[src/rtl/hazard_ctrl.sv]
// Pipeline hazard controller: load-use stall, taken-branch squash and MUL/DIV
// front-end hold for a 5-stage MIPS pipeline, plus a saturating stall counter.
module hazard_ctrl #(
    parameter int unsigned MDU_LATENCY = 4,
    parameter int unsigned CNT_W       = 16
) (
    input  logic             clk,
    input  logic             rst,
    input  logic [4:0]       id_rs,
    input  logic [4:0]       id_rt,
    input  logic             id_uses_rs,
    input  logic             id_uses_rt,
    input  logic             ex_mem_read,
    input  logic [4:0]       ex_rt,
    input  logic             ex_mdu_op,
    input  logic             ex_branch_taken,
    output logic             pc_write,
    output logic             if_id_write,
    output logic             if_id_flush,
    output logic             id_ex_write,
    output logic             id_ex_bubble,
    output logic             ex_mem_bubble,
    output logic             mdu_busy,
    output logic [CNT_W-1:0] stall_cycles
);

    localparam int unsigned CW       = (MDU_LATENCY > 1) ? $clog2(MDU_LATENCY) : 1;
    localparam int unsigned CNT_INIT = (MDU_LATENCY > 1) ? (MDU_LATENCY - 2) : 0;
    localparam logic        MDU_HOLDS = (MDU_LATENCY > 1);

    typedef enum logic {
        RUN      = 1'b0,
        MDU_WAIT = 1'b1
    } state_t;

    state_t        state, state_nxt;
    logic [CW-1:0] cnt, cnt_nxt;
    logic          hold;
    logic          lu;

    // Load in EX feeding a register the ID instruction actually reads; $0 is exempt.
    always_comb begin
        lu = ex_mem_read && (ex_rt != 5'd0) &&
             ((id_uses_rs && (id_rs == ex_rt)) || (id_uses_rt && (id_rt == ex_rt)));
    end

    always_ff @(posedge clk or posedge rst) begin
        if (rst) begin
            state <= RUN;
            cnt   <= '0;
        end else begin
            state <= state_nxt;
            cnt   <= cnt_nxt;
        end
    end

    // MDU hold sequencing; ex_mdu_op is only sampled in RUN.
    always_comb begin
        state_nxt = state;
        cnt_nxt   = cnt;
        hold      = 1'b0;
        case (state)
            RUN: begin
                if (ex_mdu_op && MDU_HOLDS) begin
                    hold      = 1'b1;
                    state_nxt = MDU_WAIT;
                    cnt_nxt   = CW'(CNT_INIT);
                end
            end
            MDU_WAIT: begin
                if (cnt != '0) begin
                    hold    = 1'b1;
                    cnt_nxt = cnt - CW'(1);
                end else begin
                    state_nxt = RUN;
                end
            end
        endcase
    end

    // Priority: MDU hold, then branch squash, then load-use stall.
    always_comb begin
        pc_write      = 1'b1;
        if_id_write   = 1'b1;
        if_id_flush   = 1'b0;
        id_ex_write   = 1'b1;
        id_ex_bubble  = 1'b0;
        ex_mem_bubble = 1'b0;
        mdu_busy      = 1'b0;
        if (!rst) begin
            if (hold) begin
                pc_write      = 1'b0;
                if_id_write   = 1'b0;
                id_ex_write   = 1'b0;
                ex_mem_bubble = 1'b1;
                mdu_busy      = 1'b1;
            end else if (ex_branch_taken) begin
                if_id_flush  = 1'b1;
                id_ex_bubble = 1'b1;
            end else if (lu) begin
                pc_write     = 1'b0;
                if_id_write  = 1'b0;
                id_ex_bubble = 1'b1;
            end
        end
    end

    always_ff @(posedge clk or posedge rst) begin
        if (rst) begin
            stall_cycles <= '0;
        end else if (!pc_write && (stall_cycles != '1)) begin
            stall_cycles <= stall_cycles + CNT_W'(1);
        end
    end

endmodule
[config.mk]
export PLATFORM = sky130hd
export DESIGN_NAME = hazard_ctrl
export DESIGN_NICKNAME = d
export VERILOG_FILES = /design/src/rtl/hazard_ctrl.sv
export SDC_FILE = /design/constraint.sdc
export NUM_CORES = 1
export LEC_CHECK = 0
export ABC_CLOCK_PERIOD_IN_PS = 2700
export BUFFER_PORTS_ARGS = -buffer_cell sky130_fd_sc_hd__buf_4
export CAP_MARGIN = 20
export CORE_AREA = 2 2 52 54
export DETAILED_ROUTE_END_ITERATION = 8
export DIE_AREA = 0 0 54 56
export GPL_TIMING_DRIVEN = 0
export PLACE_DENSITY = 0.76
export SETUP_SLACK_MARGIN = 0.5
export SLEW_MARGIN = 20
export SYNTH_ARGS = -nofsm -noshare
export SYNTH_HDL_FRONTEND = slang
export SYNTH_SLANG_ARGS = --single-unit
export TNS_END_PERCENT = 50
[constraint.sdc]
create_clock -name clk -period 2.7 [get_ports clk]
set_input_delay 0.675 -clock clk [delete_from_list [all_inputs] [get_ports clk]]
set_output_delay 0.675 -clock clk [all_outputs]
set_load 0.1 [all_outputs]
==> results of run 1 <==
repair_timing:
item	4_1_cts	5_1_grt
gates cloned	0	2
setup endpoints to repair	7	22
setup buffers	4	6
pin swaps	10	31
gates resized for setup	19	43
how the worst min path moves through the flow:
stage                            end  slack, ps  cells past startpoint              from
global placement    stall_cycles[15]        470                      1  stall_cycles[15]
CTS                            state        430                      2               rst
floorplan                     cnt[0]        460                      1            cnt[0]
global route         stall_cycles[8]        360                      2               rst
finish               stall_cycles[6]        360                      2               rst
detailed placement  stall_cycles[15]        470                      1  stall_cycles[15]
flip-flops by register name, summed over array words and instances (netlist names):
name          flops
cnt               2
state             1
stall_cycles     16
through the flow:
step,hold WS (ps),cells,power [mW]
final,357,204,2.46
after global placement,470,188,1.98
after detailed placement,467,188,2.01
after floorplan,459,114,1.70
after global routing,362,204,2.56
after CTS,434,196,2.23
placed cells by master, fill, tap and decap left out, drive strengths merged:
| cell | netlist | routed |
|---|---|---|
| inv | 9 | 8 |
| buf | 3 | 58 |
| nand3 | 8 | 8 |
| o21a | 1 | 1 |
| and2 | 1 | 1 |
| o21ai | 2 | 2 |
| or4 | 1 | 1 |
| mux2 | 2 | 2 |
| nor4 | 8 | 8 |
| clkbuf | 0 | 3 |
| nand4 | 3 | 3 |
| xor2 | 21 | 21 |
| xnor2 | 3 | 3 |
| o211ai | 1 | 1 |
| a2bb2oi | 2 | 2 |
| nand2b | 1 | 1 |
| or2 | 1 | 1 |
| a32oi | 1 | 1 |
| nor3 | 6 | 6 |
| ha | 2 | 2 |
| clkinv | 0 | 1 |
| a2111o | 1 | 1 |
| a21oi | 1 | 1 |
| nand2 | 6 | 6 |
| clkinvlp | 0 | 2 |
| dfrtp | 19 | 19 |
| nor2 | 10 | 10 |
| and3 | 1 | 1 |
metal layers:
| layer | global-route usage [%] | vias up | wire (µm) |
|---|---|---|---|
| met5 | 0 | - | 0 |
| met1 | 26.6 | 550 | 1290 |
| li1 | - | 515 | - |
| met3 | 4.84 | 0 | 176 |
| met4 | 2.14 | 0 | 0 |
| met2 | 32.8 | 41 | 1760 |
cell families after synthesis:
family                   after synthesis  synth area share (%)
XOR/XNOR                              24                  18.8
AND/OR/NAND/NOR                       46                  20.7
flip-flops                            19                  42.6
buffers and inverters                 12                  5.37
adder cells (fa/ha/maj)                2                  2.24
multiplexers                           2                  2.35
AO/OA/AOI/OAI                          9                  7.95
layout make-up:
class / instances / area share [%]
Clock buffer: 3 / 1.12
Sequential cell: 19 / 24.6
Clock inverter: 1 / 0.248
Timing Repair inverter: 1 / 0.248
Inverter: 9 / 2.24
Multi-Input combinational cell: 83 / 40.9
Buffer: 3 / 2.73
Tap cell: 30 / 1.86
Timing Repair Buffer: 55 / 26.1
where the power goes:
group          leakage (nW)  switching (mW)  internal [mW]
Combinational         0.659            1.22          0.540
Sequential            0.206           0.143          0.402
Clock                0.0177          0.0943         0.0553
Total                 0.883            1.46          0.997
critical path, stage by stage:
cell     delay, ps
buf_8          100
xor2_2         160
nor4_2         330
a32oi_2        190
nor4_2         230
buf_4          160
nor2_4          40
buf_12         130
buf_16         150
==> impl_metrics.yaml, run 1 <==
synthesis:
  ys_async_sr_fraction_pct: 100
  ys_types: 29
  synth_area_mm2: 0.00112
  yosysTopAreaCellShare_pct: 42.6
  syn_nets: 138
  netlist_instances: 114
  synth.largest_area_cell: "dfrtp_1"
  ys_ff_latch: 19
  synth_most_common_cell: "xor2_1"
  syn_avg_cell_area_um2: 9.80
  synth_common_cells: "xor2_1 (21), dfrtp_1 (19), nor2_1 (10)"
  yosys_warnings: 0
  synthTopCellsByArea: "dfrtp_1 (43%), xor2_1 (16%), nor4_1 (4.5%)"
  synth_edf_count: 0
  ys.flop_type: "dfrtp_1"
  yosysSeqAreaShare_pct: 42.6
placement:
  hpwl_um: 2050
  place_area_mm2: 0.00160
  io_buffers: 44
  dp_slack_ps: -369
  routabilityCongestion: 0.789
sta:
  worstMarginPinSlew_ps: 532
  setup_viol: 3
  max_freq_mhz: 350
  hold_viol_final: 0
  fin_crit_sh_pct: 106
  rsz0062_at_grt: "yes"
  timing.final.ws_setup_ps: -157
  final.setup.tns_ps: -352
  period_needed_ps: 2860
  slew_violations: 0
  slew_headroom_pct: 64.4
  clock_skew_ps: 2.08
final_layout:
  finish.instance_area_mm2: 0.00201
  num-nets-final: 199
  antennaDiodeCount: 0
  fillCellCount: 132
  fin_util_pct: 82.8
  area_growth_pct: 80.3
  seqCellArea_um2: 495
  drive_above_1_share_pct: 68.4
  multi_input_area_um2: 823
global_route:
  grt_max_degree: 21
  antenna_found_initial: 0
  grt_usage_pct: 19.7
  grt_pass1_vias: 984
  grt_pass1_wl_um: 4530
  overflow: 0
critical_path:
  cp-end-kind: "primary output"
  r2r-end: "stall_cycles[1]"
  worst_ep_arrival_time_ps: 2180
  critPathMaxFanout: 3
  critPathLaunchType: "input pin"
  crit_end: "pc_write"
  worst-setup-path-type: "in -> out"
  reg2regPathDepth: 6
  worstPathRequired_ps: 2030
  regToRegSetupSlack_ps: 330
  critPathLaunch: "ex_rt[2]"
  r2r_start: "stall_cycles[2]"
clock_network:
  cts-root-buf: "clkbuf_4"
  path_clk_slew_ps: 110
  cts_buffer_depth: 2
  clock-sinks: 19
  htree_levels: 1
  worstSkewPairLatency_ps: 300
  cts-hold-fix-buffers: 0
  cts_buffers: 3
  cts_tree: "built"
detailed_routing:
  antenna_violating_nets_post_route: 0
  first_iter_violations: 27
  via_count: 1106
  dr.pass1.iters: 4
  routedWlPerCell_um: 15.8
  drc_errors: 0
  drt-total-wl_um: 3230
  drt-vias-per-instance: 5.42
pwr:
  powerDensity_mw_per_mm2: 1220
  ir_drop_mv: 1.57
  leakagePower_nw: 0.883
hold_path:
  hold_class: "in -> async"
die:
  core.rowCount: 18
  chipWidth_um: 54
  ios: 45
  core_area_mm2: 0.00243
  initial_utilization_pct: 45.9
  dieArea_mm2: 0.00302
  die_y_um: 56
outcome:
  violations: "setup timing"
  outcome: "finished with violations"
job:
  max_cap_violations: 0
Power figures use the tool's default switching activity.
==> run 2, diff against run 1 <==
--- a/config.mk
+++ b/config.mk
@@ -8,14 +8,13 @@
 export ABC_CLOCK_PERIOD_IN_PS = 2700
 export BUFFER_PORTS_ARGS = -buffer_cell sky130_fd_sc_hd__buf_4
 export CAP_MARGIN = 20
-export CORE_AREA = 2 2 52 54
+export CORE_AREA = 2 2 50 57
 export DETAILED_ROUTE_END_ITERATION = 8
-export DIE_AREA = 0 0 54 56
+export DIE_AREA = 0 0 52 59
 export GPL_TIMING_DRIVEN = 0
-export PLACE_DENSITY = 0.76
+export PLACE_DENSITY = 0.75
 export SETUP_SLACK_MARGIN = 0.5
 export SLEW_MARGIN = 20
 export SYNTH_ARGS = -nofsm -noshare
 export SYNTH_HDL_FRONTEND = slang
 export SYNTH_SLANG_ARGS = --single-unit
-export TNS_END_PERCENT = 50
==> run 2 against run 1 <==
The flow still finishes with violations (setup timing). Clock skew up 13 ps. Routed wire length up 1.8%. Global-route usage up 2.1 points. Combinational power about the same. First-iteration DRC count down 26%. Sequential power down 2%. Critical endpoint unchanged. Largest cell class unchanged.
==> impl_metrics.yaml, run 2 (synthesis gave the netlist of run 1 again) <==
critical_path:
  worst_ep_arrival_time_ps: 2190
  critPathMaxFanout: 2
  r2r-end: "stall_cycles[10]"
  critPathLaunch: "id_rs[3]"
  critical_path.cell_chain: "buf_6 > xor2_2 > nor4_2 > a32oi_2 > nor4_2 > buf_4 > nor2_4 > buf_12 > buf_16"
  r2r_start: "stall_cycles[0]"
  crit_end: "pc_write"
  cp.depth: 9
  cp.buffers_inverters: 4
  cp-end-kind: "primary output"
  cp_common_cell: "nor4_2"
  slowest_delay_ps: 330
  cpLargestDelayFamily: "simple AND/OR/NAND/NOR gates"
  worst-setup-path-type: "in -> out"
  regToRegSetupSlack_ps: 580
  slowest_stage: "nor4_2"
  critPathLaunchType: "input pin"
  worstPathRequired_ps: 2030
  reg2regPathDepth: 8
detailed_routing:
  drt-total-wl_um: 3290
  first_iter_violations: 20
  drc_errors: 0
  dr.pass1.iters: 4
  antenna_violating_nets_post_route: 0
  via_count: 1090
  drt-vias-per-instance: 5.27
  routedWlPerCell_um: 15.9
global_route:
  grt_usage_pct: 21.8
  grt_pass1_wl_um: 4970
  grt_pass1_vias: 1067
  grt_max_degree: 13
  antenna_found_initial: 0
  overflow: 0
die:
  core_area_mm2: 0.00245
  die_y_um: 59
  chipWidth_um: 52
  core.rowCount: 19
  ios: 45
  dieArea_mm2: 0.00307
  initial_utilization_pct: 45.6
placement:
  routabilityCongestion: 0.751
  io_buffers: 44
  hpwl_um: 2170
  place_area_mm2: 0.00160
final_layout:
  drive_above_1_share_pct: 61.4
  final_common_cell: "buf_4"
  finish.instance_area_mm2: 0.00191
  mostFrequentLayoutCells: "buf_4 (44), xor2_1 (19), dfrtp_2 (16)"
  antennaDiodeCount: 0
  biggestRegsByFlops: "stall_cycles x16, cnt x2, state x1"
  num-nets-final: 201
  largest-register: "stall_cycles"
  fillCellCount: 168
  largest_reg_flops: 16
  area_growth_pct: 70.8
sta:
  period_needed_ps: 2860
  worstMarginPinSlew_ps: 498
  fin_crit_sh_pct: 106
  hold_viol_final: 0
  setup_viol: 3
  timing.final.ws_setup_ps: -165
  slew_violations: 0
  max_freq_mhz: 349
  rsz0062_at_grt: "yes"
  slew_headroom_pct: 66.6
  clock_skew_ps: 14.6
  final.setup.tns_ps: -390
pwr:
  p_int_mw: 1.00
  p_sw_share_pct: 58.3
  pwr-share-clk_pct: 6.1
  finalPower_mw: 2.41
  leakagePower_nw: 0.817
  ir_drop_mv: 1.50
  p_switching_mw: 1.40
  p_seq_share_pct: 22.2
  power_frac_comb_pct: 71.7
  powerDensity_mw_per_mm2: 1260
clock_network:
  cts_buffers: 3
  cts_buffer_depth: 2
  htree_levels: 1
  path_clk_slew_ps: 120
  cts-hold-fix-buffers: 0
  clock-sinks: 19
  cts-root-buf: "clkbuf_4"
  worstSkewPairLatency_ps: 300
  cts_tree: "built"
job:
  max_cap_violations: 0
outcome:
  violations: "setup timing"
  outcome: "finished with violations"
hold_path:
  hold_class: "in -> async"
run 2: changes by cell type in the layout (fill, tap and decap cells not counted), sizes merged:
cell / delta
buf: +2
clkinvlp: +1
clkinv: -1
run 2: how the worst min path moves through the flow:
| stage | from | endpoint | slack [ps] | depth (start not counted) |
|---|---|---|---|---|
| global route | rst | state | 350 | 2 |
| CTS | rst | state | 350 | 2 |
| global placement | stall_cycles[5] | stall_cycles[5] | 470 | 1 |
| finish | rst | state | 350 | 2 |
| detailed placement | stall_cycles[15] | stall_cycles[15] | 470 | 1 |
| floorplan | cnt[0] | cnt[0] | 460 | 1 |
run 2: metrics by stage:
step | utilization [%] | setup WS (ps) | instances | hold WS, ps
finish | 77.9 | -165 | 207 | 347
global route | 77.9 | -212 | 207 | 351
CTS | 74.5 | -126 | 202 | 346
detailed placement | 65.3 | -387 | 189 | 474
global placement | 65.3 | -383 | 189 | 469
floorplan | - | -213 | 114 | 459
run 2: area by class of cell:
type	count	area, µm²	area share (%)
Timing Repair Buffer	57	534	28.0
Inverter	9	45.0	2.36
Tap cell	31	38.8	2.03
Buffer	3	51.3	2.69
Clock buffer	3	22.5	1.18
Timing Repair inverter	1	5.00	0.262
Sequential cell	19	495	26.0
Clock inverter	1	7.51	0.393
Multi-Input combinational cell	83	708	37.1
run 2: layer usage:
metal | share of wire [%] | GRT usage [%] | up-vias
met5 | 0 | 0 | -
met4 | 0.97 | 3.38 | 0
met3 | 3.4 | 3.79 | 8
met2 | 56 | 39.6 | 37
met1 | 40 | 27.4 | 529
li1 | - | - | 516
run 2: power by group through the flow:
stage	clock (mW)	sequential [mW]	combinational, mW
final	0.148	0.534	1.73
after global routing	0.162	0.549	1.79
after CTS	0.150	0.536	1.65
after detailed placement	0	0.538	1.47
after global placement	0	0.528	1.45
after floorplan	0	1.08	0.623
run 2: repair_timing:
| action | CTS | global route |
|---|---|---|
| cloned | 1 | 1 |
| resized for setup | 30 | 9 |
| pin swaps | 8 | 9 |
| buffers inserted | 8 | 4 |
| setup endpoints to repair | 9 | 14 |
==> run 3, diff against run 2 <==
--- a/config.mk
+++ b/config.mk
@@ -12,7 +12,7 @@
 export DETAILED_ROUTE_END_ITERATION = 8
 export DIE_AREA = 0 0 52 59
 export GPL_TIMING_DRIVEN = 0
-export PLACE_DENSITY = 0.75
+export PLACE_DENSITY = 0.8
 export SETUP_SLACK_MARGIN = 0.5
 export SLEW_MARGIN = 20
 export SYNTH_ARGS = -nofsm -noshare
==> run 3 against run 2 <==
The flow still finishes with violations (setup timing). Clock-buffer cell count up 1. Clock power increased by 3%. Sequential share of layout area is 0.38 points higher. Combinational power shrank 3%. Fmax rose by 2.1%. Global-route usage fell by 0.21 points. Sequential power barely moved. First-iteration DRC count is 20% lower. Highest routed layer unchanged.
==> impl_metrics.yaml, run 3 (synthesis gave the netlist of run 1 again) <==
outcome:
  outcome: "finished with violations"
  violations: "setup timing"
final_layout:
  fillCellCount: 161
  biggestRegsByFlops: "stall_cycles x16, cnt x2, state x1"
  drive_above_1_share_pct: 59.1
  antennaDiodeCount: 0
  mostFrequentLayoutCells: "buf_4 (46), xor2_1 (19), dfrtp_2 (16)"
  largest-register: "stall_cycles"
  largest_reg_flops: 16
  num-nets-final: 201
  seqCellArea_um2: 495
  multi_input_area_um2: 703
  final_common_cell: "buf_4"
  stdcell_count: 207
  area_growth_pct: 68.3
job:
  max_cap_violations: 0
clock_network:
  cts-hold-fix-buffers: 0
  clock-sinks: 19
  path_clk_slew_ps: 110
  worstSkewPairLatency_ps: 310
  htree_levels: 1
  cts_buffer_depth: 2
  cts_buffers: 3
  cts_tree: "built"
  cts-root-buf: "clkbuf_4"
placement:
  routabilityCongestion: 0.803
  hpwl_um: 2190
  io_buffers: 44
  placedCellCount: 189
critical_path:
  worst-setup-path-type: "in -> out"
  cp-end-kind: "primary output"
  r2r_start: "stall_cycles[1]"
  r2r-end: "stall_cycles[5]"
  slowest_stage: "nor4_2"
  critical_path.cell_chain: "buf_6 > xor2_2 > nor4_2 > a32oi_2 > nor4_2 > buf_4 > nor2_4 > buf_12 > buf_12"
  critPathLaunchType: "input pin"
  regToRegSetupSlack_ps: 590
  worst_ep_arrival_time_ps: 2130
  worstPathRequired_ps: 2030
  critPathMaxFanout: 2
  reg2regPathDepth: 8
  slowest_delay_ps: 320
sta:
  max_freq_mhz: 356
  clock_skew_ps: 5.51
  worstMarginPinSlew_ps: 474
  slew_violations: 0
  slew_headroom_pct: 68.2
  period_needed_ps: 2810
  fin_crit_sh_pct: 104
  timing.final.ws_setup_ps: -105
  hold_viol_final: 0
  setup_viol: 3
  final.setup.tns_ps: -298
  rsz0062_at_grt: "yes"
pwr:
  p_switching_mw: 1.39
  powerDensity_mw_per_mm2: 1260
  pwr-share-clk_pct: 6.4
  leakagePower_nw: 0.815
  p_int_mw: 0.981
  power_frac_comb_pct: 71.0
  p_seq_share_pct: 22.6
  p_sw_share_pct: 58.6
  ir_drop_mv: 1.40
detailed_routing:
  first_iter_violations: 16
  via_count: 1089
  dr.pass1.iters: 4
  drc_errors: 0
  antenna_violating_nets_post_route: 0
  routedWlPerCell_um: 16.9
  drt-vias-per-instance: 5.26
  drt-total-wl_um: 3490
die:
  dieArea_mm2: 0.00307
  core_area_mm2: 0.00245
  initial_utilization_pct: 45.6
  chipWidth_um: 52
  die_y_um: 59
  core.rowCount: 19
  ios: 45
hold_path:
  hold_class: "in -> async"
global_route:
  grt_pass1_vias: 1045
  grt_pass1_wl_um: 4810
  antenna_found_initial: 0
  grt_usage_pct: 21.6
  overflow: 0
  grt_max_degree: 11
[run 3: cell type report]
| type | instances | share of cell area, % |
|---|---|---|
| plain buffers | 3 | 2.73 |
| clock buffers | 4 | 1.40 |
| inverters | 9 | 2.40 |
| multi-input cells | 83 | 37.4 |
| flip-flops and latches | 19 | 26.3 |
| well taps | 31 | 2.06 |
| repair buffers | 57 | 27.4 |
| repair inverters | 1 | 0.266 |
[run 3: timing repair]
item,4_1_cts,5_1_grt
setup buffers,5,7
pin swaps,7,7
gates resized for setup,28,5
endpoints found under the setup margin,8,19
cloned,1,1
[run 3: through the flow]
step | hold WS (ps) | instance area, µm² | utilization, % | power, mW | setup WS (ps)
after floorplan | 459 | 1230 | - | 1.70 | -213
after global placement | 469 | 1600 | 65.3 | 1.97 | -338
after detailed placement | 475 | 1600 | 65.3 | 2.01 | -421
after CTS | 363 | 1800 | 73.4 | 2.28 | -165
after global routing | 359 | 1880 | 76.8 | 2.45 | -205
final | 359 | 1880 | 76.8 | 2.37 | -105
[run 3: layer usage]
layer | vias up | GRT usage [%] | wire [µm]
met5 | - | 0 | 0
met4 | 0 | 9.02 | 99
met3 | 10 | 2.78 | 131
met2 | 35 | 40.3 | 1910
met1 | 529 | 24.3 | 1360
li1 | 515 | - | -
[run 3: how the worst max path moves through the flow]
stage,endpoint,slack (ps),from
global placement,pc_write,-340,ex_rt[3]
floorplan,pc_write,-210,ex_rt[1]
detailed placement,pc_write,-420,ex_rt[2]
CTS,pc_write,-170,id_rs[1]
finish,pc_write,-110,id_rs[1]
global route,pc_write,-210,id_rs[1]
[run 3: critical path, delay by kind of cell]
kind            cells  cell delay [ps]
xor+xnor            1              160
simple gates        3              580
compound gates      1              180
buf+inv             4              530
[run 3: power by group through the flow]
stage | clock (mW) | sequential [mW] | combinational, mW
detailed placement | 0 | 0.537 | 1.47
floorplan | 0 | 1.08 | 0.623
CTS | 0.149 | 0.535 | 1.60
global placement | 0 | 0.526 | 1.45
finish | 0.152 | 0.536 | 1.68
global route | 0.161 | 0.548 | 1.74
